`src/rtl/mem_port_arbiter.sv`:
```
// Round-robin arbiter sharing one registered memory port between the icache refill
// port and the data port. Define ARB_PERF_CNT_EN to add grant/conflict counters.
module mem_port_arbiter #(
   parameter int ADDR_WIDTH     = 32,
   parameter int DATA_WIDTH     = 32,
   parameter int TIMEOUT_CYCLES = 1024
) (
   input  logic                    clk,
   input  logic                    reset,
   input  logic                    i_valid,
   output logic                    i_ready,
   input  logic [ADDR_WIDTH-1:0]   i_addr,
   output logic [DATA_WIDTH-1:0]   i_rdata,
   input  logic                    d_valid,
   output logic                    d_ready,
   input  logic [ADDR_WIDTH-1:0]   d_addr,
   input  logic [DATA_WIDTH-1:0]   d_wdata,
   input  logic [DATA_WIDTH/8-1:0] d_wstrb,
   output logic [DATA_WIDTH-1:0]   d_rdata,
   output logic                    mem_valid,
   output logic                    mem_instr,
   input  logic                    mem_ready,
   output logic [ADDR_WIDTH-1:0]   mem_addr,
   output logic [DATA_WIDTH-1:0]   mem_wdata,
   output logic [DATA_WIDTH/8-1:0] mem_wstrb,
   input  logic [DATA_WIDTH-1:0]   mem_rdata,
   output logic                    timeout_err,
`ifdef ARB_PERF_CNT_EN
   output logic [31:0]             perf_i_grants,
   output logic [31:0]             perf_d_grants,
   output logic [31:0]             perf_conflicts,
`endif
   output logic [1:0]              o_state
);

   localparam int STRB_W = DATA_WIDTH / 8;

   typedef enum logic [1:0] {
      IDLE  = 2'd0,
      GNT_I = 2'd1,
      GNT_D = 2'd2
   } state_t;

   state_t                r_state;
   logic                  r_last_i;
   logic                  r_mem_valid;
   logic                  r_mem_instr;
   logic [ADDR_WIDTH-1:0] r_mem_addr;
   logic [DATA_WIDTH-1:0] r_mem_wdata;
   logic [STRB_W-1:0]     r_mem_wstrb;
   logic [31:0]           r_wait_cnt;
   logic                  r_timeout_err;

   logic                  w_pick_i;
   logic                  w_pick_d;
   logic                  w_gnt_i;
   logic                  w_gnt_d;
   logic [31:0]           w_cnt_next;

   // Handshake: a requester holds valid with stable payload until its ready pulse;
   // ready is a 1-cycle pulse driven combinationally from mem_ready while granted.
   assign w_pick_i   = i_valid && (!d_valid || !r_last_i);
   assign w_pick_d   = d_valid && (!i_valid ||  r_last_i);
   assign w_gnt_i    = (r_state == GNT_I);
   assign w_gnt_d    = (r_state == GNT_D);
   assign w_cnt_next = (r_wait_cnt == 32'hFFFF_FFFF) ? r_wait_cnt : r_wait_cnt + 32'd1;

   assign i_ready     = w_gnt_i && mem_ready;
   assign d_ready     = w_gnt_d && mem_ready;
   assign i_rdata     = i_ready ? mem_rdata : '0;
   assign d_rdata     = d_ready ? mem_rdata : '0;
   assign mem_valid   = r_mem_valid;
   assign mem_instr   = r_mem_instr;
   assign mem_addr    = r_mem_addr;
   assign mem_wdata   = r_mem_wdata;
   assign mem_wstrb   = r_mem_wstrb;
   assign timeout_err = r_timeout_err;
   assign o_state     = r_state;

   always_ff @(posedge clk) begin
      if (reset) begin
         r_state       <= IDLE;
         r_last_i      <= 1'b0;
         r_mem_valid   <= 1'b0;
         r_mem_instr   <= 1'b0;
         r_mem_addr    <= '0;
         r_mem_wdata   <= '0;
         r_mem_wstrb   <= '0;
         r_wait_cnt    <= '0;
         r_timeout_err <= 1'b0;
      end else begin
         case (r_state)
            IDLE: begin
               if (w_pick_i) begin
                  r_state     <= GNT_I;
                  r_last_i    <= 1'b1;
                  r_mem_valid <= 1'b1;
                  r_mem_instr <= 1'b1;
                  r_mem_addr  <= i_addr;
                  r_mem_wdata <= '0;
                  r_mem_wstrb <= '0;
                  r_wait_cnt  <= '0;
               end else if (w_pick_d) begin
                  r_state     <= GNT_D;
                  r_last_i    <= 1'b0;
                  r_mem_valid <= 1'b1;
                  r_mem_instr <= 1'b0;
                  r_mem_addr  <= d_addr;
                  r_mem_wdata <= d_wdata;
                  r_mem_wstrb <= d_wstrb;
                  r_wait_cnt  <= '0;
               end
            end
            GNT_I, GNT_D: begin
               if (mem_ready) begin
                  r_state     <= IDLE;
                  r_mem_valid <= 1'b0;
               end else begin
                  // A stalled grant is never aborted; the flag only reports it.
                  r_wait_cnt <= w_cnt_next;
                  if ((TIMEOUT_CYCLES != 0) && (w_cnt_next >= 32'(TIMEOUT_CYCLES)))
                     r_timeout_err <= 1'b1;
               end
            end
            default: begin
               r_state     <= IDLE;
               r_mem_valid <= 1'b0;
            end
         endcase
      end
   end

`ifdef ARB_PERF_CNT_EN
   logic [31:0] r_perf_i;
   logic [31:0] r_perf_d;
   logic [31:0] r_perf_conf;
   logic        w_conflict;

   assign w_conflict = ((r_state == IDLE) && i_valid && d_valid) ||
                       (w_gnt_i && d_valid) || (w_gnt_d && i_valid);

   always_ff @(posedge clk) begin
      if (reset) begin
         r_perf_i    <= '0;
         r_perf_d    <= '0;
         r_perf_conf <= '0;
      end else begin
         if ((r_state == IDLE) && w_pick_i)
            r_perf_i <= r_perf_i + 32'd1;
         if ((r_state == IDLE) && w_pick_d)
            r_perf_d <= r_perf_d + 32'd1;
         if (w_conflict)
            r_perf_conf <= r_perf_conf + 32'd1;
      end
   end

   assign perf_i_grants  = r_perf_i;
   assign perf_d_grants  = r_perf_d;
   assign perf_conflicts = r_perf_conf;
`endif

endmodule

```
`config.mk`:
```
export PLATFORM = sky130hd
export DESIGN_NAME = mem_port_arbiter
export DESIGN_NICKNAME = d
export VERILOG_FILES = /design/src/rtl/mem_port_arbiter.sv
export SDC_FILE = /design/constraint.sdc
export NUM_CORES = 1
export LEC_CHECK = 0
export ABC_AREA = 0
export ABC_CLOCK_PERIOD_IN_PS = 3270
export CORE_MARGIN = 2
export CORE_UTILIZATION = 31
export CTS_BUF_LIST = sky130_fd_sc_hd__clkbuf_2
export CTS_CLUSTER_DIAMETER = 150
export DETAILED_ROUTE_END_ITERATION = 7
export DONT_BUFFER_PORTS = 1
export PLACE_DENSITY = 0.43
export SYNTH_ARGS = -nofsm -noshare
export SYNTH_HDL_FRONTEND = slang
export SYNTH_SLANG_ARGS = --single-unit
```
`constraint.sdc`:
```
create_clock -name clk -period 3.27 [get_ports clk]
set_input_delay 0.327 -clock clk [delete_from_list [all_inputs] [get_ports clk]]
set_output_delay 0.327 -clock clk [all_outputs]
set_load 0.005 [all_outputs]
```
==> results of run 1 <==
cell type report:
type | count | area [sq um]
clock inverters | 7 | 70.1
fillers | 1760 | 10600
diodes | 1 | 2.50
clock buffers | 9 | 45.0
repair buffers | 114 | 1130
well taps | 225 | 282
flip-flops and latches | 105 | 2100
multi-input cells | 502 | 3200
inverters | 5 | 18.8
cells in the final DEF (no fill, tap or decap), types with 8 or more instances in the layout:
cell                              n
sky130_fd_sc_hd__nor4_1           8
sky130_fd_sc_hd__dlygate4sd3_1  100
sky130_fd_sc_hd__a211oi_1        37
sky130_fd_sc_hd__clkbuf_2         9
sky130_fd_sc_hd__a21oi_1         23
sky130_fd_sc_hd__mux2i_1         32
sky130_fd_sc_hd__nand2_1         25
sky130_fd_sc_hd__a31oi_1          9
sky130_fd_sc_hd__dfxtp_1        105
sky130_fd_sc_hd__nand3_1         15
sky130_fd_sc_hd__nor2_1         114
sky130_fd_sc_hd__nand4_1         12
sky130_fd_sc_hd__and3_1          71
sky130_fd_sc_hd__o21ai_0         20
sky130_fd_sc_hd__nor3_1          14
sky130_fd_sc_hd__a311oi_1        15
sky130_fd_sc_hd__a22oi_1         42
sky130_fd_sc_hd__buf_4           13
cells by family after synthesis:
kind of cell / after synthesis / synth area share
simple gates: 294 / 0.281
xor+xnor: 9 / 0.0142
fa+ha+maj: 4 / 0.00899
compound gates: 163 / 0.208
buf+inv: 67 / 0.0526
flops: 105 / 0.378
mux: 32 / 0.0576
power by group through the flow:
| stage | clock [mW] | combinational, mW | sequential [mW] |
|---|---|---|---|
| 6_report | 0.628 | 0.656 | 1.49 |
| 5_1_grt | 0.712 | 0.732 | 1.50 |
| 4_1_cts | 0.665 | 0.648 | 1.49 |
| 3_5_place_dp | 0 | 0.508 | 1.51 |
| 3_3_place_gp | 0 | 0.496 | 1.51 |
| 2_1_floorplan | 0 | 0.421 | 1.47 |
cell usage after synthesis, types with 3 or more instances:
cell type | n | area (sq um)
sky130_fd_sc_hd__a311oi_1 | 15 | 131
sky130_fd_sc_hd__mux2i_1 | 32 | 320
sky130_fd_sc_hd__xnor2_1 | 5 | 43.8
sky130_fd_sc_hd__or3_1 | 3 | 18.8
sky130_fd_sc_hd__nor4_1 | 8 | 50.1
sky130_fd_sc_hd__xor2_1 | 4 | 35.0
sky130_fd_sc_hd__a31oi_1 | 9 | 56.3
sky130_fd_sc_hd__o21ai_0 | 22 | 110
sky130_fd_sc_hd__dfxtp_1 | 105 | 2100
sky130_fd_sc_hd__and4_1 | 5 | 43.8
sky130_fd_sc_hd__a211oi_1 | 37 | 278
sky130_fd_sc_hd__nand3_1 | 15 | 75.1
sky130_fd_sc_hd__ha_1 | 4 | 50.1
sky130_fd_sc_hd__buf_4 | 3 | 22.5
sky130_fd_sc_hd__nor2_1 | 115 | 432
sky130_fd_sc_hd__clkbuf_1 | 53 | 199
sky130_fd_sc_hd__nor3_1 | 14 | 70.1
sky130_fd_sc_hd__inv_1 | 5 | 18.8
sky130_fd_sc_hd__and3_1 | 71 | 444
sky130_fd_sc_hd__nand4_1 | 12 | 75.1
sky130_fd_sc_hd__a22oi_1 | 42 | 315
sky130_fd_sc_hd__nand2_1 | 25 | 93.8
sky130_fd_sc_hd__nand4_2 | 4 | 50.1
sky130_fd_sc_hd__a21oi_1 | 23 | 115
what timing repair did:
action | CTS | global route
hold buffers | 101 | 0
endpoints found under the setup margin | 0 | 0
endpoints found under the hold margin | 105 | 0
worst max-delay path: cells and delay by family, from the launching register on:
| family | cells | cell delay, ns |
|---|---|---|
| flip-flops | 1 | 0.49 |
| adder cells (fa/ha/maj) | 1 | 0.23 |
| XOR/XNOR | 1 | 0.19 |
| AO/OA/AOI/OAI | 2 | 0.40 |
| AND/OR/NAND/NOR | 4 | 1.56 |
metal layers:
metal,up-vias,part of all wire,track usage
met4,0,0.032,0.0850
met3,40,0.060,0.0384
met5,-,0,0
met1,2599,0.41,0.219
li1,2644,-,-
met2,215,0.49,0.310
state kept, by name, summed over array words and instances, names as in the netlist:
name         count
o_state          2
mem_instr        1
timeout_err      1
r_wait_cnt      32
mem_addr        32
mem_valid        1
mem_wstrb        4
mem_wdata       32
worst max-delay path by stage:
| stage | startpoint | end | slack (ns) | cells past startpoint |
|---|---|---|---|---|
| after floorplan | r_wait_cnt[2]$_SDFFE_PP0P_ | timeout_err$_SDFFE_PP0P_ | 0.63 | 8 |
| after global placement | r_wait_cnt[0]$_SDFFE_PP0P_ | timeout_err$_SDFFE_PP0P_ | 0.43 | 8 |
| after detailed placement | r_wait_cnt[0]$_SDFFE_PP0P_ | timeout_err$_SDFFE_PP0P_ | 0.37 | 8 |
| after CTS | r_wait_cnt[0]$_SDFFE_PP0P_ | timeout_err$_SDFFE_PP0P_ | 0.34 | 8 |
| after global routing | r_wait_cnt[0]$_SDFFE_PP0P_ | timeout_err$_SDFFE_PP0P_ | 0.08 | 8 |
| final | r_wait_cnt[0]$_SDFFE_PP0P_ | timeout_err$_SDFFE_PP0P_ | 0.31 | 8 |
stage by stage:
stage / hold WS (ns) / std cells
6_report: 0.0426 / 968
3_5_place_dp: 0.410 / 850
4_1_cts: 0.0134 / 967
5_1_grt: 0.0333 / 968
2_1_floorplan: 0.444 / 674
3_3_place_gp: 0.410 / 850
==> flow_summary.toml, run 1 <==
[cts]
cts_htree_levels = 3
cts.reportedPaths.clkPinSlew_ns = 0.32
maximum_number_of_buffers_from_clock_root_to_sink = 2
cts_num_sinks = 105
tritoncts.num_buffers = 9
cts_post_setup_buffers_inserted = 0
root_driver = "sky130_fd_sc_hd__clkbuf_2"
cts_tree = "yes"
cts_resized = 0
clk-insertion-delay-late_ns = 0.64

[power_and_ir_drop]
final_total_pwr_mw = 2.77
clock_power_share = 0.226
netSwitchingPower_mw = 0.974
switching_share = 0.351
combinational_share_of_power = 0.237
power.static_leakage_nw = 2.75
peakVddDrop_uv = 229
power.share.sequential = 0.537
power-per-cell-area_mw_per_mm2 = 405
cell_internal_pwr_mw = 1.80

[critical_path]
startpoint_type_of_the_worst_setup_path = "flip-flop"
timing.setup.critical_path_class = "flip-flop to flip-flop"
crit_slowest_cell = "sky130_fd_sc_hd__nor3_2"
slowest_delay_ns = 0.59
ff2ff_path_depth = 8
timing.reg2reg.setup_slack_ns = 0.31
timing.critical_path.to_type = "flip-flop"
crit-reg2reg-launch = "r_wait_cnt[0]$_SDFFE_PP0P_"
critical_path_peak_fanout = 10
cp.arrival_ns = 3.50
crit_chain = "ha_1, nand3_1, nor3_2, nand4_2, xnor2_1, or4_4, a2111oi_2, a31oi_1"
timing.rr.end = "timeout_err$_SDFFE_PP0P_"
cp_data_required_time_ns = 3.81

[yosys]
synth-edff-count = 0
synth_warnings = 0
netlist_instances = 674
netlist_area_sq_mm = 0.00557
total_nets_after_synthesis = 815
dominantRegCellSynth = "sky130_fd_sc_hd__dfxtp_1"
post_synthesis_sequential_area_ratio = 0.378
synth.avg_cell_area_sq_um = 8.26
postSynth.asyncResetShare = 0
synth_cell_type_count = 60
yosys_register_bits = 105

[hold_path]
worst_hold_path_type = "input port to flip-flop"
hold_depth = 2
hold_end = "mem_addr[10]$_SDFFE_PP0P_"
hold_path_startpoint = "d_addr[10]"

[sta]
setup_viol = 0
final.setup.worst_slack_ns = 0.313
post-route-period-util = 0.904
finalClockSkew_ns = 0.0262
final.min_clock_period_ns = 2.96
maxSlewViolCount = 0
setup_total_negative_slack_ns = 0
clock.fmax_mhz = 338
unrepaired_setup_endpoints_after_global_routing = "false"
worstMarginPinSlew_ns = 1.06
final_hold_viol_count = 0
max_slew_margin = 0.288

[outcome]
run_status = "completed"

[drt]
drt_drc_violations_left = 0
count_of_nets_left_with_antenna_violations_after_detail_routing = 0
drt-total-wl_um = 17900
vias = 5498
drtPass1Iterations = 6
number_of_design_rule_violations_left_by_the_first_detailed_router_iteration = 428
avg_wl_per_cell_um = 18.5
viasPerCell = 5.68

[flow_run]
cap_violations = 0

[die]
num_rows = 48
io_pins = 276
area_inside_the_core_boundary_sq_mm = 0.0174
fp.dieH_um = 138
die_area_sq_mm = 0.0190
floorplan.die.width_um = 138
initial_utilization = 0.320

[final_layout]
finish.utilization = 0.393
layout_cells_sized_above_1 = 0.0728
area_growth_pct = 23.0
nets = 878
layout.cell_area.non_filler_sq_mm = 0.00685

[grt]
gr-usage-all-layers = 0.182
grt_pass1_wl_um = 27300
grt_remaining_overflow = 0
grt_max_degree = 106
first_global_vias = 5275
grt_antenna_before_repair = 1

[placed_design]
worst_setup_slack_post_dpl_ns = 0.372
gp_congestion = 0.863
post-dp-hpwl_um = 11800
numPortBuffers = 0
cell_area_after_placement_sq_mm = 0.00570
(Power assumes the default switching activity.)
==> inputs of run 2 (changes only) <==
--- a/config.mk
+++ b/config.mk
@@ -7,13 +7,15 @@
 export LEC_CHECK = 0
 export ABC_AREA = 0
 export ABC_CLOCK_PERIOD_IN_PS = 3270
+export CELL_PAD_IN_SITES_DETAIL_PLACEMENT = 1
+export CELL_PAD_IN_SITES_GLOBAL_PLACEMENT = 1
 export CORE_MARGIN = 2
 export CORE_UTILIZATION = 31
 export CTS_BUF_LIST = sky130_fd_sc_hd__clkbuf_2
 export CTS_CLUSTER_DIAMETER = 150
 export DETAILED_ROUTE_END_ITERATION = 7
 export DONT_BUFFER_PORTS = 1
-export PLACE_DENSITY = 0.43
+export PLACE_DENSITY = 0.57
 export SYNTH_ARGS = -nofsm -noshare
 export SYNTH_HDL_FRONTEND = slang
 export SYNTH_SLANG_ARGS = --single-unit
==> run 2 against run 1 <==
Routed wire length rose by 12%. Hold slack better by 0.038 ns. Sequential share of layout area down 0.090 points. Sequential power barely moved. Largest power group unchanged.
==> flow_summary.toml, run 2 (synthesis gave the netlist of run 1 again) <==
[critical_path]
crit_chain = "ha_1, nand3_1, nor3_2, nand4_2, xnor2_1, or4_4, a2111oi_2, a31oi_1"
timing.setup.critical_path_class = "flip-flop to flip-flop"
crit-reg2reg-launch = "r_wait_cnt[0]$_SDFFE_PP0P_"
cp.arrival_ns = 3.49
timing.critical_path.to_type = "flip-flop"
slowest_delay_ns = 0.59
crit_slowest_cell = "sky130_fd_sc_hd__nor3_2"
ff2ff_path_depth = 8
cp-endpoint = "timeout_err$_SDFFE_PP0P_"
timing.reg2reg.setup_slack_ns = 0.33
cp_data_required_time_ns = 3.82
worstSetupStartpoint = "r_wait_cnt[0]$_SDFFE_PP0P_"
timing.rr.end = "timeout_err$_SDFFE_PP0P_"
critical_path_peak_fanout = 10
startpoint_type_of_the_worst_setup_path = "flip-flop"

[sta]
finalClockSkew_ns = 0.0433
worstMarginPinSlew_ns = 0.908
max_slew_margin = 0.395
maxSlewViolCount = 0
unrepaired_setup_endpoints_after_global_routing = "false"
final_hold_viol_count = 0
final.min_clock_period_ns = 2.94
setup_total_negative_slack_ns = 0
setup_viol = 0
post-route-period-util = 0.898
clock.fmax_mhz = 341

[placed_design]
post-dp-hpwl_um = 12600
numPortBuffers = 0
dp_cells = 851
gp_congestion = 0.886

[cts]
clk-insertion-delay-late_ns = 0.63
cts_num_sinks = 105
tritoncts.num_buffers = 9
cts.reportedPaths.clkPinSlew_ns = 0.31
maximum_number_of_buffers_from_clock_root_to_sink = 2
cts_htree_levels = 3
cts_post_setup_buffers_inserted = 0
root_driver = "sky130_fd_sc_hd__clkbuf_2"
cts_tree = "yes"
hold_buffers = 102
cts_resized = 0

[die]
fp.dieH_um = 138
area_inside_the_core_boundary_sq_mm = 0.0174
floorplan.die.width_um = 138
initial_utilization = 0.320
io_pins = 276
num_rows = 48
die_area_sq_mm = 0.0190

[power_and_ir_drop]
power.share.sequential = 0.533
switching_share = 0.354
power-per-cell-area_mw_per_mm2 = 407
combinational_share_of_power = 0.249
clock_power_share = 0.218
peakVddDrop_uv = 215
netSwitchingPower_mw = 0.990
cell_internal_pwr_mw = 1.81
power.static_leakage_nw = 2.75

[grt]
grt_remaining_overflow = 0
grt_pass1_wl_um = 30700
gr-usage-all-layers = 0.207
use_met3 = 0.0570
grt_antenna_before_repair = 0
met1_usage = 0.245
grt_busiest_layer = "met2"
first_global_vias = 5684
met2_global_route_usage = 0.363
grt_max_degree = 106

[drt]
count_of_nets_left_with_antenna_violations_after_detail_routing = 0
number_of_design_rule_violations_left_by_the_first_detailed_router_iteration = 287
drt-total-wl_um = 20000
avg_wl_per_cell_um = 20.7
drtPass1Iterations = 5
viasPerCell = 5.68
drt_drc_violations_left = 0
vias = 5505

[final_layout]
diodes = 0
final_common_cell = "sky130_fd_sc_hd__nor2_1"
fin_cells = 969
layout_cells_sized_above_1 = 0.0726
ff_latch_area_sq_mm = 0.00210
fillerInstances = 2051
nets = 880
area_of_combinational_cells_with_multiple_inputs_sq_mm = 0.00320
area_growth_pct = 23.4
mostFrequentLayoutCells = "sky130_fd_sc_hd__nor2_1, sky130_fd_sc_hd__dfxtp_1, sky130_fd_sc_hd__dlygate4sd3_1"

[flow_run]
cap_violations = 0

[outcome]
run_status = "completed"

[hold_path]
worst_hold_path_type = "input port to flip-flop"
-- run 2: cell count changes in the layout (fill, tap and decap cells not counted), sizes merged --
cell | previous run | this run
buf | 14 | 15
clkbuf | 9 | 10
diode | 1 | 0
clkinvlp | 0 | 1
dlygate4sd3 | 100 | 101
inv | 10 | 8
-- run 2: final cells by class --
class	instances	area share
tap	225	0.0410
inverter	5	0.00273
sequential	105	0.306
multi-input combinational	502	0.465
clock buffer	10	0.00729
timing repair buffer	116	0.168
clock inverter	6	0.00893
-- run 2: worst min-delay path by stage --
stage	start	to	slack, ns	depth (start not counted)
after CTS	mem_ready	o_state[0]$_SDFFE_PP0P_	0.003	3
after global placement	reset	r_wait_cnt[29]$_SDFFE_PP0P_	0.41	1
after global routing	mem_ready	o_state[0]$_SDFFE_PP0P_	0.04	3
after floorplan	d_valid	mem_instr$_SDFFE_PP0P_	0.44	1
after detailed placement	reset	mem_addr[29]$_SDFFE_PP0P_	0.41	1
final	mem_ready	o_state[0]$_SDFFE_PP0P_	0.08	3
-- run 2: critical path: cells and delay by family, from the launching register on --
kind / cells / cell delay [ns]
flip-flops: 1 / 0.50
adder cells (fa/ha/maj): 1 / 0.24
AO/OA/AOI/OAI: 2 / 0.41
AND/OR/NAND/NOR: 4 / 1.56
XOR/XNOR: 1 / 0.18
-- run 2: power by group through the flow --
stage | registers [mW] | clock network (mW) | logic [mW]
3_3_place_gp | 1.51 | 0 | 0.512
6_report | 1.49 | 0.610 | 0.697
4_1_cts | 1.49 | 0.655 | 0.676
5_1_grt | 1.50 | 0.701 | 0.774
2_1_floorplan | 1.47 | 0 | 0.421
3_5_place_dp | 1.51 | 0 | 0.536
-- run 2: per-layer routing --
| layer | wire, um | vias up |
|---|---|---|
| li1 | - | 2633 |
| met1 | 8290 | 2652 |
| met2 | 10100 | 197 |
| met3 | 1360 | 23 |
| met4 | 283 | 0 |
| met5 | 0 | - |
-- run 2: metrics by stage --
step / hold slack (ns) / instance area [sq um] / util / worst slack (ns) / power (mW)
floorplan: 0.444 / 5570 / - / 0.627 / 1.89
global placement: 0.409 / 5720 / 0.328 / 0.428 / 2.02
detailed placement: 0.412 / 5720 / 0.328 / 0.343 / 2.04
CTS: 0.00297 / 6870 / 0.394 / 0.335 / 2.82
global route: 0.0390 / 6870 / 0.394 / 0.123 / 2.98
finish: 0.0811 / 6870 / 0.394 / 0.335 / 2.80
